[src/rtl/operation_proj_param.sv]
// Parametrised projection operator: on a rising ST edge, snapshots IN[SEL]
// and presents it on RES after LAT cycles, using the ST/RD start/ready handshake.
module operation_proj_param #(
  parameter int BW  = 16,
  parameter int NIN = 2,
  parameter int SW  = 1,
  parameter int LAT = 1
) (
  input  logic              CLK,
  input  logic              RST,
  input  logic              ST,
  input  logic [SW-1:0]     SEL,
  input  logic [NIN*BW-1:0] IN,
  output logic              RD,
  output logic [BW-1:0]     RES,
  output logic              ERR
);

  localparam int CW = (LAT > 1) ? $clog2(LAT) : 1;
  localparam logic [SW:0]   NIN_W = (SW+1)'(NIN);
  localparam logic [CW-1:0] CNT_INIT = CW'(LAT - 1);

  typedef enum logic {IDLE, BUSY} state_t;

  state_t        state;
  logic          st_old;
  logic [CW-1:0] cnt;
  logic [BW-1:0] snap;
  logic          snap_err;

  logic          start;
  logic          sel_err;
  logic [BW-1:0] sel_word;

  assign start   = ST & ~st_old;
  assign sel_err = ({1'b0, SEL} >= NIN_W);

  always_comb begin
    sel_word = '0;
    for (int unsigned k = 0; k < NIN; k++) begin
      if (SEL == SW'(k)) sel_word = IN[k*BW +: BW];
    end
  end

  // st_old tracks ST even during reset, so ST held high across reset release is not a start.
  always_ff @(posedge CLK) begin
    st_old <= ST;
    if (RST) begin
      state    <= IDLE;
      RD       <= 1'b1;
      RES      <= '0;
      ERR      <= 1'b0;
      cnt      <= '0;
      snap     <= '0;
      snap_err <= 1'b0;
    end else begin
      case (state)
        IDLE: begin
          if (start) begin
            snap     <= sel_err ? '0 : sel_word;
            snap_err <= sel_err;
            RD       <= 1'b0;
            ERR      <= 1'b0;
            cnt      <= CNT_INIT;
            state    <= BUSY;
          end
        end
        BUSY: begin
          if (cnt == '0) begin
            RES   <= snap;
            ERR   <= snap_err;
            RD    <= 1'b1;
            state <= IDLE;
          end else begin
            cnt <= cnt - CW'(1);
          end
        end
        default: state <= IDLE;
      endcase
    end
  end

endmodule
[config.mk]
export PLATFORM = sky130hd
export DESIGN_NAME = operation_proj_param
export DESIGN_NICKNAME = d
export VERILOG_FILES = /design/src/rtl/operation_proj_param.sv
export SDC_FILE = /design/constraint.sdc
export NUM_CORES = 1
export LEC_CHECK = 0
export CAP_MARGIN = 0
export CELL_PAD_IN_SITES_DETAIL_PLACEMENT = 1
export CELL_PAD_IN_SITES_GLOBAL_PLACEMENT = 1
export CORE_MARGIN = 2
export CORE_UTILIZATION = 33
export CTS_CLUSTER_SIZE = 24
export DETAILED_ROUTE_END_ITERATION = 10
export HOLD_SLACK_MARGIN = 0.12
export PLACE_DENSITY = 0.81
export SYNTH_ARGS = -nofsm -noshare
export SYNTH_HDL_FRONTEND = slang
export SYNTH_SLANG_ARGS = --single-unit
[constraint.sdc]
create_clock -name CLK -period 1.37 [get_ports CLK]
set_input_delay 0.274 -clock CLK [delete_from_list [all_inputs] [get_ports CLK]]
set_output_delay 0.274 -clock CLK [all_outputs]
set_load 0.1 [all_outputs]
==> run_results.csv, run 1 <==
group,metric,value,unit
run_status,status,"finished clean",
synthesis,synth_compound_area_frac,0.137,
synthesis,synth_cell_types,14,
clocking,root_buffer,"clkbuf_8",
global_route,grt_overflow,0,
sta,fmax,765,MHz
synthesis,synth_fa_ha_area_frac,0,
sta,fin_hold_ws,0.521,ns
detailed_routing,vias,1190,
setup_path,reg2reg_depth,4,
synthesis,synth_seq_cells,35,
setup_path,reg2reg_slack,0.19,ns
sta,finClkSkew,0.00420,ns
synthesis,muxShareOfSynthArea,0.220,
layout,utilization,0.559,
power_and_ir_drop,power.total,2.52,mW
hold_path,holdPathEnd,"RES[8]",
layout,fill_cells,425,
clocking,cts_hold_buf,0,
sta,min_period,1.31,ns
setup_path,path_class,"input pin to flip-flop",
floorplanning,die_area,4960,um^2
sta,fin_tns_setup,0,ns
detailed_routing,drtAntennaViolNets,0,
layout,syn_to_final_growth,65.1,%
clocking,h-tree-depth,2,
detailed_routing,route.detailed.drc,0,
clocking,cts_setup_buffers,0,
synthesis,synth_fp_nets,168,
sta,hold_violations,0,
setup_path,required,1.57,ns
setup_path,slowest_stage,"clkdlybuf4s50_1",
clocking,clock_latency,0.29,ns
clocking,clock-sinks,35,
global_route,grt_max_degree,33,
layout,drive_above_1_share,0.278,
place,numPortBuffers,52,
place,pre_cts_slack,-0.238,ns
clocking,cts_tree,"done",
clocking,clkTransAtPathRegs,0.07,ns
setup_path,worst_r2r_endpoint,"snap[1]",
synthesis,synth_top_family_by_area,"multiplexers",
synthesis,synth_xor_xnor_area_share,0,
detailed_routing,wl,4050,um
sta,post-route-period-util,0.954,
setup_path,cp_max_fo,32,
layout,stdcell_count,246,
floorplanning,io_pins,54,
sta,timing.final.ws_setup,0.0635,ns
power_and_ir_drop,p_per_area,1050,nW/um^2
clocking,cts_buffers,5,
synthesis,yosysSeqAreaShare,0.482,
setup_path,crit_chain,"clkdlybuf4s50_1, nor3b_4, buf_12, nor2_1, a211oi_2",
synthesis,yosys_warnings,0,
synthesis,syn_area,1460,um^2
clocking,clock_path_buffers,2,
layout,nNetsFinal,229,
place,gp_congestion,0.746,
global_route,grt_pass1_vias,1377,
synthesis,avgSynthCellArea,11.0,um^2
hold_path,holdPathStages,2,
detailed_routing,routedWlPerCell,16.5,um
place,dp_cells,238,
sta,rsz0062_at_grt,"false",
setup_path,critPathArrivalTime,1.51,ns
global_route,grt_pass1_wl,6730,um
sta,drv_slew,0,
floorplanning,core_area,4290,um^2
sta,setup_viol,0,
floorplanning,dieHeight,70.4,um
global_route,antenna_found_initial,0,
place,place_area,2280,um^2
power_and_ir_drop,p_leak,0.933,nW
floorplanning,rows,24,
layout,fin_area,2400,um^2
floorplanning,die_x,70.4,um
detailed_routing,viasPerCell,4.84,
hold_path,hp-class,"flip-flop to flip-flop",
place,dp_hpwl,2940,um
setup_path,cpPeakStageDelay,0.49,ns
flow_run,max-cap-violations,0,
layout,antennaDiodeCount,0,
hold_path,hp-start,"snap[8]",
synthesis,synthSimpleGateAreaFrac,0.103,
global_route,grtUsageTotal,0.180,
power_and_ir_drop,vdd_drop_max,0.000452,V
floorplanning,initial_core_util,0.339,
synthesis,syn-instance-count,132,
clocking,post_cts_resized,0,
detailed_routing,firstDrtPassIters,3,
detailed_routing,drt_iter0_drc,29,
setup_path,end_kind,"flip-flop",
setup_path,r2r_start,"state",
setup_path,critPathLaunchType,"input pin",
cell usage in the layout (no fill, tap or decap):
cell type        instances
conb_1                   1
clkbuf_8                 6
nor3_1                   1
dfxtp_1                 35
nor3b_4                  1
nor2_1                  32
mux2i_1                 32
bufinv_16                1
a211o_1                  1
clkinv_2                 1
buf_4                   10
clkdlybuf4s50_1         35
nand2b_1                 1
buf_12                  21
a211oi_1                 2
a211oi_2                14
Yosys cell counts:
cell / n / area (um^2)
nor2_1: 32 / 120
dfxtp_1: 35 / 701
nor3_1: 1 / 5.00
a211oi_2: 14 / 175
nand2b_1: 1 / 6.26
buf_4: 3 / 22.5
clkbuf_1: 4 / 15.0
mux2i_1: 32 / 320
a211oi_1: 2 / 15.0
a211o_1: 1 / 8.76
conb_1: 1 / 3.75
buf_2: 2 / 10.0
buf_6: 3 / 33.8
nor3b_4: 1 / 18.8
routing by layer:
layer | up-vias | global-route usage | part of all wire
met4 | 0 | 0.0769 | 0.015
met3 | 6 | 0.0505 | 0.046
met2 | 26 | 0.348 | 0.58
li1 | 580 | - | -
met1 | 578 | 0.175 | 0.35
met5 | - | 0 | 0
worst max path at each step:
| stage | startpoint | to |
|---|---|---|
| 6_report | ST | snap[1] |
| 2_1_floorplan | RES[0] | RES[0] |
| 3_3_place_gp | ST | snap[10] |
| 5_1_grt | ST | snap[1] |
| 3_5_place_dp | ST | snap[10] |
| 4_1_cts | ST | snap[1] |
worst max-delay path, delay by kind of cell:
kind	cells	cell delay, ns
simple gates	2	0.30
buf+inv	2	0.71
compound gates	1	0.21
final cells by class:
cell class                      count  area (um^2)  area share
Tap cell                           52         65.1      0.0271
Clock inverter                      2         35.0      0.0146
Clock buffer                        6         82.6      0.0344
Multi-Input combinational cell     85          673       0.280
Timing Repair Buffer               66          846       0.352
Sequential cell                    35          701       0.292
kinds of logic (layout without fill, tap and decap cells):
| group | after synthesis | after routing |
|---|---|---|
| other | 1 | 1 |
| DFF | 35 | 35 |
| buffers and inverters | 12 | 74 |
| muxes | 32 | 32 |
| AOI/OAI and AO/OA | 17 | 17 |
| and+or+nand+nor | 35 | 35 |
where the power goes:
group,internal (mW),switching [mW],total [mW]
clock network,0.588,0.370,0.958
registers,1.06,0.0324,1.10
logic,0.236,0.226,0.461
total,1.89,0.628,2.52
flip-flops by register name (all words and copies together) (netlist names):
signal / cells
state: 1
RD: 1
st_old: 1
snap: 16
RES: 16
(Power assumes the default switching activity.)
==> run 2: changes to the inputs <==
--- a/config.mk
+++ b/config.mk
@@ -12,7 +12,6 @@
 export CORE_UTILIZATION = 33
 export CTS_CLUSTER_SIZE = 24
 export DETAILED_ROUTE_END_ITERATION = 10
-export HOLD_SLACK_MARGIN = 0.12
 export PLACE_DENSITY = 0.81
 export SYNTH_ARGS = -nofsm -noshare
 export SYNTH_HDL_FRONTEND = slang
==> results of run 2 <==
Final layout, timing and power as in run 1 (identical DEF).
